### config.mk
export PLATFORM = sky130hd
export DESIGN_NAME = mem_arbiter
export DESIGN_NICKNAME = d
export VERILOG_FILES = /design/src/rtl/mem_arb_pkg.sv /design/src/rtl/arb_rr2.sv /design/src/rtl/mem_arbiter.sv
export SDC_FILE = /design/constraint.sdc
export NUM_CORES = 1
export LEC_CHECK = 0
export CORE_MARGIN = 1
export CORE_UTILIZATION = 43
export CTS_CLUSTER_SIZE = 8
export DETAILED_ROUTE_END_ITERATION = 8
export PLACE_DENSITY = 0.91
export REMOVE_ABC_BUFFERS = 1
export SYNTH_ARGS = -nofsm -noshare
export SYNTH_HDL_FRONTEND = slang
export SYNTH_HIERARCHICAL = 1
export SYNTH_SLANG_ARGS = --single-unit
export TNS_END_PERCENT = 50
### constraint.sdc
create_clock -name clk -period 1.8 [get_ports clk]
set_clock_uncertainty 0.2 [all_clocks]
set_input_delay 0.27 -clock clk [delete_from_list [all_inputs] [get_ports clk]]
set_output_delay 0.27 -clock clk [all_outputs]
set_load 0.01 [all_outputs]
### src/rtl/mem_arb_pkg.sv
// Shared types and constants for the two-port memory arbiter.
// Build option: MEM_ARB_LD_PRIO_EN (see arb_rr2) gives the loader fixed
// priority on ties. Without it, ties alternate round-robin.
package mem_arb_pkg;

  localparam int AW_DEFAULT  = 5;
  localparam int DW_DEFAULT  = 8;

  // Access latency is 1..4 cycles, so the down-counter needs to hold 0..3.
  localparam int MEM_LAT_MAX = 4;
  localparam int LAT_CNT_W   = 2;

  typedef logic req_id_t;
  localparam req_id_t ID_CPU = 1'b0;
  localparam req_id_t ID_LD  = 1'b1;

  typedef enum logic [1:0] {
    ST_IDLE   = 2'd0,
    ST_ACCESS = 2'd1,
    ST_DONE   = 2'd2
  } arb_state_t;

  // Reload value for the latency down-counter: it reaches terminal count
  // (zero) on the last strobe cycle.
  function automatic logic [LAT_CNT_W-1:0] lat_load(input int lat);
    return LAT_CNT_W'(lat - 1);
  endfunction

endpackage

### src/rtl/arb_rr2.sv
// Two-way winner select between CPU and program loader.
// Holds the last-grant pointer; reset makes the loader "last" so the CPU
// wins the first tie.
// Build option: MEM_ARB_LD_PRIO_EN -> loader always wins ties.
module arb_rr2
  import mem_arb_pkg::*;
(
  input  logic    clk,
  input  logic    rst,
  input  logic    cpu_req,
  input  logic    ld_req,
  input  logic    take,
  output logic    any_req,
  output req_id_t winner
);

  req_id_t last;

  assign any_req = cpu_req | ld_req;

  // Pointer advances only when the FSM actually starts an access.
  always_ff @(posedge clk) begin
    if (rst) begin
      last <= ID_LD;
    end else if (take) begin
      last <= winner;
    end
  end

  // Winner select; with no request the value is a don't-care.
  always_comb begin
`ifdef MEM_ARB_LD_PRIO_EN
    winner = ld_req ? ID_LD : (cpu_req ? ID_CPU : last);
`else
    winner = last;
    if (cpu_req && ld_req) begin
      winner = (last == ID_CPU) ? ID_LD : ID_CPU;
    end else if (cpu_req) begin
      winner = ID_CPU;
    end else if (ld_req) begin
      winner = ID_LD;
    end
`endif
  end

endmodule

### src/rtl/mem_arbiter.sv
// Two-requester single-port memory arbiter (CPU and program loader).
// One access at a time: IDLE -> ACCESS (MEM_LAT cycles) -> DONE -> IDLE.
// Every output is registered; grants never depend combinationally on req.
// Build option: MEM_ARB_LD_PRIO_EN -> loader has fixed priority on ties.
//
//   state     | meaning
//   ----------+-----------------------------------------------------------
//   ST_IDLE   | no owner; sample requests and pick a winner
//   ST_ACCESS | strobes driven, latency counter running down to zero
//   ST_DONE   | done pulse, grant held, strobes low; back to IDLE next
module mem_arbiter
  import mem_arb_pkg::*;
#(
  parameter int AW      = AW_DEFAULT,
  parameter int DW      = DW_DEFAULT,
  parameter int MEM_LAT = 1            // legal range 1..MEM_LAT_MAX
) (
  input  logic          clk,
  input  logic          rst,
  input  logic          cpu_req,
  input  logic          cpu_wr,
  input  logic [AW-1:0] cpu_addr,
  input  logic [DW-1:0] cpu_wdata,
  input  logic          ld_req,
  input  logic          ld_wr,
  input  logic [AW-1:0] ld_addr,
  input  logic [DW-1:0] ld_wdata,
  output logic          cpu_gnt,
  output logic          cpu_done,
  output logic [DW-1:0] cpu_rdata,
  output logic          ld_gnt,
  output logic          ld_done,
  output logic [DW-1:0] ld_rdata,
  output logic          mem_rd,
  output logic          mem_wr,
  output logic [AW-1:0] mem_addr,
  output logic [DW-1:0] mem_wdata,
  input  logic [DW-1:0] mem_rdata,
  output logic          busy
);

  arb_state_t           state;
  logic [LAT_CNT_W-1:0] lat_cnt;
  req_id_t              owner;
  logic                 wr_q;

  logic                 any_req;
  req_id_t              winner;
  logic                 take;
  logic                 sel_wr;
  logic [AW-1:0]        sel_addr;
  logic [DW-1:0]        sel_wdata;

  assign take      = (state == ST_IDLE) && any_req;
  assign sel_wr    = (winner == ID_LD) ? ld_wr    : cpu_wr;
  assign sel_addr  = (winner == ID_LD) ? ld_addr  : cpu_addr;
  assign sel_wdata = (winner == ID_LD) ? ld_wdata : cpu_wdata;

  arb_rr2 u_pick (
    .clk     (clk),
    .rst     (rst),
    .cpu_req (cpu_req),
    .ld_req  (ld_req),
    .take    (take),
    .any_req (any_req),
    .winner  (winner)
  );

  // Access sequencer: every output is a register written here.
  always_ff @(posedge clk) begin
    if (rst) begin
      state     <= ST_IDLE;
      lat_cnt   <= '0;
      owner     <= ID_CPU;
      wr_q      <= 1'b0;
      cpu_gnt   <= 1'b0;
      ld_gnt    <= 1'b0;
      cpu_done  <= 1'b0;
      ld_done   <= 1'b0;
      cpu_rdata <= '0;
      ld_rdata  <= '0;
      mem_rd    <= 1'b0;
      mem_wr    <= 1'b0;
      mem_addr  <= '0;
      mem_wdata <= '0;
      busy      <= 1'b0;
    end else begin
      cpu_done <= 1'b0;
      ld_done  <= 1'b0;
      case (state)
        ST_IDLE: begin
          if (any_req) begin
            owner     <= winner;
            wr_q      <= sel_wr;
            mem_addr  <= sel_addr;
            mem_wdata <= sel_wdata;
            mem_rd    <= ~sel_wr;
            mem_wr    <= sel_wr;
            cpu_gnt   <= (winner == ID_CPU);
            ld_gnt    <= (winner == ID_LD);
            lat_cnt   <= lat_load(MEM_LAT);
            busy      <= 1'b1;
            state     <= ST_ACCESS;
          end
        end
        ST_ACCESS: begin
          if (lat_cnt == '0) begin
            mem_rd <= 1'b0;
            mem_wr <= 1'b0;
            if (!wr_q) begin
              if (owner == ID_CPU) cpu_rdata <= mem_rdata;
              else                 ld_rdata  <= mem_rdata;
            end
            cpu_done <= (owner == ID_CPU);
            ld_done  <= (owner == ID_LD);
            state    <= ST_DONE;
          end else begin
            lat_cnt <= lat_cnt - 1'b1;
          end
        end
        ST_DONE: begin
          cpu_gnt <= 1'b0;
          ld_gnt  <= 1'b0;
          busy    <= 1'b0;
          state   <= ST_IDLE;
        end
        default: begin
          state <= ST_IDLE;
        end
      endcase
    end
  end

endmodule

Yosys cells after proc, flatten, opt, wreduce, memory -nomap -nowiden
Cells that the tools add are included.
{ "totals": {"reg_bits": 43, "in_bits": 40, "output_inout_bits": 36, "elab_cells": 67} }
{ "classes": {"add_sub_neg": 1, "n_eq_ne": 5, "muxes": 24, "n_bitwise": 7, "reduce_logical": 14} }
{ "op_table": {"columns": ["op", "n"], "rows": [
  ["$mux 1", 11],
  ["$pmux 1 s2", 5],
  ["$mux 2", 4],
  ["$mux 8", 1],
  ["$pmux 2 s2", 2],
  ["$reduce_and 4->1", 2],
  ["$ne 2x2->1 const B", 3],
  ["$not 1->1", 6],
  ["$reduce_and 2->1", 3],
  ["$reduce_and 3->1", 2],
  ["$mux 5", 1],
  ["$logic_not 2->1", 2],
  ["$reduce_bool 2->1", 2],
  ["$reduce_or 3->1", 1],
  ["$eq 2x1->1 const B", 1],
  ["$eq 2x2->1 const B", 1],
  ["$logic_and 1x1->1", 2],
  ["$sub 2x1->2 const B", 1],
  ["$or 1x1->1", 1]
]} }

Depth between registers and ports, before layout
Gate-level depths: netlist (run 1).
{ "depth": {"ltp_word": 7, "depth_mapped": 7, "depth_no_buf": 5} }

Modules after synthesis
The synthesis (run 1) kept the hierarchy.
{ "by_module_without_submodules": {"columns": ["mod", "instances", "cells_per_inst", "area_each_um2", "seq_area_each_um2"], "rows": [
  ["mem_arbiter", 1, 176, 1883.1, 840.8],
  ["arb_rr2", 1, 7, 57.6, 20.0]
]} }

Worst setup path after synthesis (run 1)
Ideal clock, no wire load.
{ "synth_path": {"path_kind": "register to register", "from": "register u_pick.last", "to": "register wr_q", "setup_ns": 0.120, "arrival_ns": 1.366, "t_required_ns": 1.480, "setup_slack_ns": 0.114, "stages_incl_launch_ff": 7, "path_buffers": 1, "synth_period_minus_slack_ns": 1.686, "path_cell_list": "dfxtp_1 > nor2_1 > a21oi_1 > buf_2 > mux2_2 > or2_0 > nor3b_2"} }
{ "synth_between": {"elab_chain_cells": 4, "elab_cells_between_ends": 5, "cone_classes": "mux (5)"} }
{ "synth_lines": {"columns": ["item", "line_no", "rtl"], "rows": [
  ["from (decl)", "arb_rr2.sv:17", "req_id_t last;"],
  ["from (signal assigned)", "arb_rr2.sv:26", "last <= winner;"],
  ["$mux 1", "arb_rr2.sv:40", "end else if (ld_req) begin"],
  ["$mux 1", "arb_rr2.sv:38", "end else if (cpu_req) begin"],
  ["$mux 1 (*)", "arb_rr2.sv:36", "if (cpu_req && ld_req) begin"],
  ["via winner", "mem_arbiter.sv:48", "req_id_t winner;"],
  ["$mux 1 (*)", "mem_arbiter.sv:55", "assign sel_wr = (winner == ID_LD) ? ld_wr : cpu_wr;"],
  ["to (signal assigned)", "mem_arbiter.sv:94", "wr_q <= sel_wr;"],
  ["to (decl)", "mem_arbiter.sv:45", "logic wr_q;"]
]} }
The timed path passes the listed nets; every way through them passes the cells marked *.
A chain may end at the register's enable or synchronous reset.

Worst setup path in the final report (run 1)
{ "layout_path": {"from": "input ld_req", "to": "register mem_addr[1]"} }
{ "layout_between": {"elab_cells_between_ends": 7, "cone_classes": "mux (4); bitwise (1); reduce/logical (2)"} }
{ "layout_lines": {"columns": ["item", "line_no", "rtl"], "rows": [
  ["from (decl)", "mem_arbiter.sv:24", "input logic ld_req,"],
  ["$or 1x1->1", "arb_rr2.sv:19", "assign any_req = cpu_req | ld_req;"],
  ["via any_req", "mem_arbiter.sv:47", "logic any_req;"],
  ["$reduce_and 2->1 (no source line)", null, null],
  ["to (signal assigned)", "mem_arbiter.sv:95", "mem_addr <= sel_addr;"],
  ["to (decl)", "mem_arbiter.sv:36", "output logic [AW-1:0] mem_addr,"]
]} }
The timed path passes the listed nets, and every way through them passes these cells.

==> flow_metrics.py, run 1 <==
metrics = {
    "place": {
        "placed_cell_area_um2": 2770,
        "hpwl_mm": 3.27,
        "pre_cts_ws_ns": -0.458,
        "gp_congestion": 0.688,
        "portBuffers": 75,
        "dp_cells": 311,
    },
    "final_layout": {
        "fin_nets": 309,
        "final-seq-area_um2": 861,
        "final_area_um2": 2920,
        "fillers": 357,
        "drive_gt1_share_pct": 20.5,
        "final_cell_mix": "73 x clkdlybuf4s50_1, 43 x dfxtp_1, 29 x mux2i_1",
        "areaGrowthSynthToFinish_pct": 50.5,
        "n_antenna_cell": 0,
        "final_common_cell": "clkdlybuf4s50_1",
        "final_cells": 320,
        "multiInputGateArea_um2": 977,
    },
    "power_and_ir_drop": {
        "power.leakage_nw": 1.16,
        "max-vdd-ir-drop_uv": 482,
        "total_power_mw": 2.57,
        "power_per_cell_area_nw_per_um2": 881,
    },
    "yosys": {
        "synthCells": 183,
        "ys_ff_latch": 43,
        "synthDistinctLibCells": 34,
        "yosysWarnings": 6,
        "avgSynthCellArea_um2": 10.6,
        "syn_area_um2": 1940,
        "yosys-top-cells-area": "dfxtp_1 44%, mux2i_1 15%, a211oi_2 8.4%",
        "ys_seq_area_share_pct": 44.4,
        "synth_top_area_share_pct": 44.4,
        "yosys.area.top_type": "dfxtp_1",
    },
    "global_route": {
        "antenna_found_initial": 0,
        "grt_pass1_vias": 1717,
        "grt_start_max_net_pins": 34,
        "grt_pass1_wl_mm": 7.55,
        "gr-total-overflow": 0,
        "track_usage_pct": 19.5,
    },
    "sta": {
        "setup_slack_ns": 0.0350,
        "max_freq_mhz": 567,
        "slew_headroom_pct": 65.0,
        "rsz0062_at_grt": "true",
        "fin_tns_setup_ns": 0,
        "fin_crit_ns": 1.76,
        "finalCritPeriodShare_pct": 98.1,
        "final_hold_viol_count": 0,
        "slew_violations": 0,
        "tightest_slew_ns": 0.525,
        "setup_violations": 0,
    },
    "floorplan": {
        "die_w_um": 69.2,
        "die_area_um2": 4790,
        "fp-row-count": 24,
        "start_util_pct": 44.6,
        "die_h_um": 69.2,
        "ios": 76,
        "coreArea_um2": 4350,
    },
    "setup_path": {
        "crit_fanout": 16,
        "path_class": "primary input to flip-flop",
        "critPathMaxStageDelay_ns": 0.41,
        "worstPathRequired_ns": 1.81,
        "critPathLaunchType": "primary input",
        "slowest_stage": "clkdlybuf4s50_1",
        "cp.arrival_ns": 1.77,
        "setup.worst_path.end_class": "flip-flop",
        "cp_cell_sequence": "clkdlybuf4s50_1 > or2_2 > or3b_4 > clkinv_8 > buf_4 > a211oi_2",
    },
    "clock_tree": {
        "cts_tree": "done",
        "clk_latency_ns": 0.29,
        "cts_sinks": 43,
        "cts_setup_buffers": 0,
        "clk_pin_slew_worst_paths_ns": 0.08,
        "clock_path_buffers": 2,
        "numCtsBuffers": 5,
        "htreeDepth": 2,
        "clockRootBuffer": "clkbuf_8",
    },
    "drt": {
        "post_drt_wl_per_cell_um": 14.0,
        "postRouteAntennaNets": 0,
        "first_pass_iters": 4,
        "vias_per_cell": 5.07,
        "route.detailed.drc": 0,
        "routed_wl_mm": 4.49,
        "drt_iter0_drc": 54,
        "dr_total_vias": 1621,
    },
    "run_status": {
        "status": "finished clean",
    },
    "worst_hold_path": {
        "hp-class": "flip-flop to flip-flop",
    },
    "flow_run": {
        "drv_cap": 0,
    },
}
==> per-stage QoR <==
stage	hold WS [ns]	util, %
after floorplan	0.135	-
after global placement	0.247	63.7
after detailed placement	0.257	63.7
after CTS	0.269	67.0
after global routing	0.301	67.1
final	0.266	67.1
==> registers in the layout (all words and copies together), names as in the netlist <==
signal and count:
cpu_rdata 8, ld_rdata 8, mem_wdata 8, mem_addr 5
lat_cnt 2, state 2, busy 1, cpu_done 1
cpu_gnt 1, ld_done 1, ld_gnt 1, mem_rd 1
mem_wr 1, owner 1, u_pick/last 1, wr_q 1
==> Yosys cell counts (all sizes together) <==
cell	n
a211oi	14
a21oi	10
a2bb2oi	1
and3	1
buf	11
clkbuf	2
clkinv	1
dfxtp	43
ha	2
inv	3
mux2	1
mux2i	29
nand2	5
nand2b	26
nand3	4
nand3b	1
nor2	16
nor3	1
nor3b	3
nor4b	1
o21bai	2
or2	3
or3	1
or3b	2
==> worst max-delay path, delay by kind of cell <==
family          cells  cell delay [ns]
buf+inv             3             0.67
compound gates      1             0.19
simple gates        2             0.64
==> report_power, final <==
| group | leakage (nW) | switching (mW) | internal, mW | total [mW] |
|---|---|---|---|---|
| clock network | 0.0654 | 0.328 | 0.555 | 0.883 |
| logic | 0.738 | 0.259 | 0.346 | 0.605 |
| registers | 0.353 | 0.0552 | 1.03 | 1.08 |
| total | 1.16 | 0.643 | 1.93 | 2.57 |
==> metal layers <==
| metal | vias up | global-route usage [%] | routed length, um |
|---|---|---|---|
| met5 | - | 0 | 0 |
| met4 | 0 | 9.75 | 123 |
| met3 | 12 | 2.76 | 128 |
| met2 | 37 | 36.7 | 2380 |
| met1 | 777 | 21.0 | 1860 |
| li1 | 795 | - | - |
==> worst paths after layout <==
path | startpoint | slack [ns] | end | cells after the start
worst max-delay path | ld_req | 0.04 | mem_addr[1] | 6
worst min register to register | lat_cnt[0] | 0.27 | lat_cnt[0] | 2
worst max register to register | lat_cnt[0] | 0.16 | lat_cnt[1] | 5
worst min-delay path | lat_cnt[0] | 0.27 | lat_cnt[0] | 2
==> timing repair <==
| action | 4_1_cts | 5_1_grt |
|---|---|---|
| gates resized for setup | 3 | 2 |
| gates cloned | 1 | 0 |
| hold buffers | 0 | 0 |
| setup endpoints to repair | 18 | 7 |
==> layout make-up <==
| cell class | count | area share [%] |
|---|---|---|
| timing repair buffer | 89 | 29.1 |
| inverter | 4 | 0.942 |
| tap | 52 | 2.23 |
| clock buffer | 6 | 2.48 |
| timing repair inverter | 1 | 0.300 |
| multi-input combinational | 123 | 33.4 |
| clock inverter | 2 | 2.06 |
| sequential | 43 | 29.5 |
==> cells by family after synthesis <==
family / Yosys count / synth area share [%]
adders and majority gates: 2 / 1.29
AOI/OAI and AO/OA: 27 / 12.8
buffers and inverters: 17 / 6.25
and+or+nand+nor: 64 / 19.8
muxes: 30 / 15.5
DFF: 43 / 44.4
Power figures use the tool's default switching activity.
==> inputs of run 2 (changes only) <==
--- a/config.mk
+++ b/config.mk
@@ -7,9 +7,10 @@
 export LEC_CHECK = 0
 export CORE_MARGIN = 1
 export CORE_UTILIZATION = 43
-export CTS_CLUSTER_SIZE = 8
+export CTS_CLUSTER_SIZE = 25
 export DETAILED_ROUTE_END_ITERATION = 8
-export PLACE_DENSITY = 0.91
+export PLACE_DENSITY = 0.79
+export RECOVER_POWER = 100
 export REMOVE_ABC_BUFFERS = 1
 export SYNTH_ARGS = -nofsm -noshare
 export SYNTH_HDL_FRONTEND = slang
==> run 2 against run 1 <==
  * Global-route usage fell by 1.8 points
  * Non-clock buffer count down 8
  * Register-to-register slack worse by 0.02 ns
  * Die area unchanged
  * Via count down 4.9%
  * Clock power decreased by 31%
  * Cell count decreased by 2.5%
  * Highest routed layer unchanged
  * Maximum frequency increased by 1.6%
  * Routed wire length decreased by 10%
  * Total power fell by 13%
  * Combinational power fell by 8.9%
  * Critical endpoint is now mem_wdata[1]
  * Sequential share of layout area is 1.3 points higher
==> flow_metrics.py, run 2 (synthesized netlist as in run 1, its figures left out) <==
metrics = {
    "drt": {
        "drt_iter0_drc": 64,
        "route.detailed.drc": 0,
        "dr_total_vias": 1542,
        "routed_wl_mm": 4.02,
        "postRouteAntennaNets": 0,
        "post_drt_wl_per_cell_um": 12.9,
        "vias_per_cell": 4.94,
        "first_pass_iters": 4,
    },
    "final_layout": {
        "fin_util_pct": 64.3,
        "final_area_um2": 2800,
        "fin_nets": 301,
        "n_antenna_cell": 0,
        "areaGrowthSynthToFinish_pct": 44.4,
        "final_cells": 312,
        "final_cell_mix": "43 x dfxtp_1, 42 x clkdlybuf4s50_1, 30 x dlygate4sd3_1",
        "reg_top3": "cpu_rdata x8, ld_rdata x8, mem_wdata x8",
        "drive_gt1_share_pct": 16.2,
        "final_common_cell": "dfxtp_1",
        "fillers": 373,
    },
    "floorplan": {
        "coreArea_um2": 4350,
        "ios": 76,
        "fp-row-count": 24,
        "die_w_um": 69.2,
        "die_area_um2": 4790,
        "start_util_pct": 44.6,
        "die_h_um": 69.2,
    },
    "power_and_ir_drop": {
        "swShare_pct": 28.2,
        "p_int_mw": 1.61,
        "netSwitchingPower_mw": 0.631,
        "power_frac_comb_pct": 24.6,
        "max-vdd-ir-drop_uv": 485,
        "power.leakage_nw": 1.18,
        "seqPwrFrac_pct": 48.2,
        "p_clk_share_pct": 27.2,
        "power_per_cell_area_nw_per_um2": 798,
        "total_power_mw": 2.24,
    },
    "setup_path": {
        "path_buf_inv": 1,
        "crit_fanout": 2,
        "worstPathRequired_ns": 1.33,
        "setup.worst_path.end_class": "output pin",
        "critPathLaunchType": "flip-flop",
        "path_class": "flip-flop to output pin",
        "cp.arrival_ns": 1.27,
        "path_delay_family": "buffers and inverters",
        "critPathMaxStageDelay_ns": 0.63,
        "slowest_stage": "dlygate4sd3_1",
        "cp_cell_sequence": "dlygate4sd3_1",
    },
    "place": {
        "dp_cells": 303,
        "placed_cell_area_um2": 2730,
        "hpwl_mm": 2.87,
        "gp_congestion": 0.715,
        "portBuffers": 75,
    },
    "clock_tree": {
        "clk_latency_ns": 0.30,
        "cts_sinks": 43,
        "clockRootBuffer": "clkbuf_8",
        "cts_hold_buf": 0,
        "numCtsBuffers": 5,
        "clock_path_buffers": 2,
        "htreeDepth": 2,
        "cts_tree": "done",
        "clk_pin_slew_worst_paths_ns": 0.09,
    },
    "sta": {
        "fin_crit_ns": 1.74,
        "setup_violations": 0,
        "slew_headroom_pct": 72.2,
        "slew_violations": 0,
        "max_freq_mhz": 576,
        "fin_tns_setup_ns": 0,
        "finalCritPeriodShare_pct": 96.5,
        "final_hold_viol_count": 0,
        "rsz0062_at_grt": "false",
        "tightest_slew_ns": 0.417,
    },
    "flow_run": {
        "drv_cap": 0,
    },
    "global_route": {
        "grt_pass1_wl_mm": 6.78,
        "grt_start_max_net_pins": 32,
        "antenna_found_initial": 0,
        "track_usage_pct": 17.6,
        "grt_pass1_vias": 1519,
        "gr-total-overflow": 0,
    },
    "worst_hold_path": {
        "hp-class": "primary input to flip-flop",
    },
    "run_status": {
        "status": "finished clean",
    },
}
## run 2: cell types whose count changed in the layout (fill, tap and decap cells not counted), sizes merged, moves of 2 or more
cell           previous run  this run
clkdlybuf4s50            73        42
dlygate4sd3               0        30
buf                      15         4
clkbuf                    6         9
bufinv                    2         0
## run 2: per-stage QoR
step | hold slack, ns | setup WS (ns)
6_report | 0.187 | 0.0624
3_3_place_gp | 0.250 | -0.371
4_1_cts | 0.216 | 0.0212
3_5_place_dp | 0.256 | -0.410
2_1_floorplan | 0.135 | -0.741
5_1_grt | 0.208 | 0.0102
## run 2: worst paths after layout
path | startpoint | end | slack, ns | depth (start not counted)
worst max-delay path | mem_wdata[1] | mem_wdata[1] | 0.06 | 1
worst min-delay path | cpu_req | u_pick/last | 0.19 | 3
worst max register to register | lat_cnt[0] | lat_cnt[1] | 0.14 | 5
worst min register to register | ld_gnt | ld_gnt | 0.26 | 2
## run 2: layout make-up
type                            instances  area (um2)  area share (%)
Inverter                                4        27.5           0.983
Clock inverter                          2        12.5           0.447
Timing Repair inverter                  1        8.76           0.313
Tap cell                               52        65.1            2.32
Multi-Input combinational cell        123         955            34.1
Clock buffer                            6        72.6            2.59
Sequential cell                        43         861            30.7
Timing Repair Buffer                   81         800            28.5
## run 2: timing repair
item | in CTS | in global routing
setup endpoints to repair | 17 | 12
pin swaps | 0 | 1
gates resized for setup | 1 | 4
buffers inserted | 0 | 0
cloned | 0 | 1
## run 2: tightest hold or removal path, delay by kind of cell
| kind | cells | cell delay, ns |
|---|---|---|
| buffers and inverters | 1 | 0.13 |
| and+or+nand+nor | 1 | 0.18 |
| AOI/OAI and AO/OA | 1 | 0.06 |
## run 2: power groups by stage
stage / Combinational [mW] / Sequential, mW / Clock [mW]
global placement: 0.567 / 1.10 / 0
floorplan: 0.250 / 1.13 / 0
detailed placement: 0.574 / 1.10 / 0
CTS: 0.579 / 1.08 / 0.623
global route: 0.597 / 1.09 / 0.665
finish: 0.551 / 1.08 / 0.608
## run 2: metal layers
metal,wire [um],vias up,track usage [%]
met5,0,-,0
met2,1980,34,29.2
met3,136,7,5.09
met4,89,0,7.03
li1,-,781,-
met1,1810,720,21.5
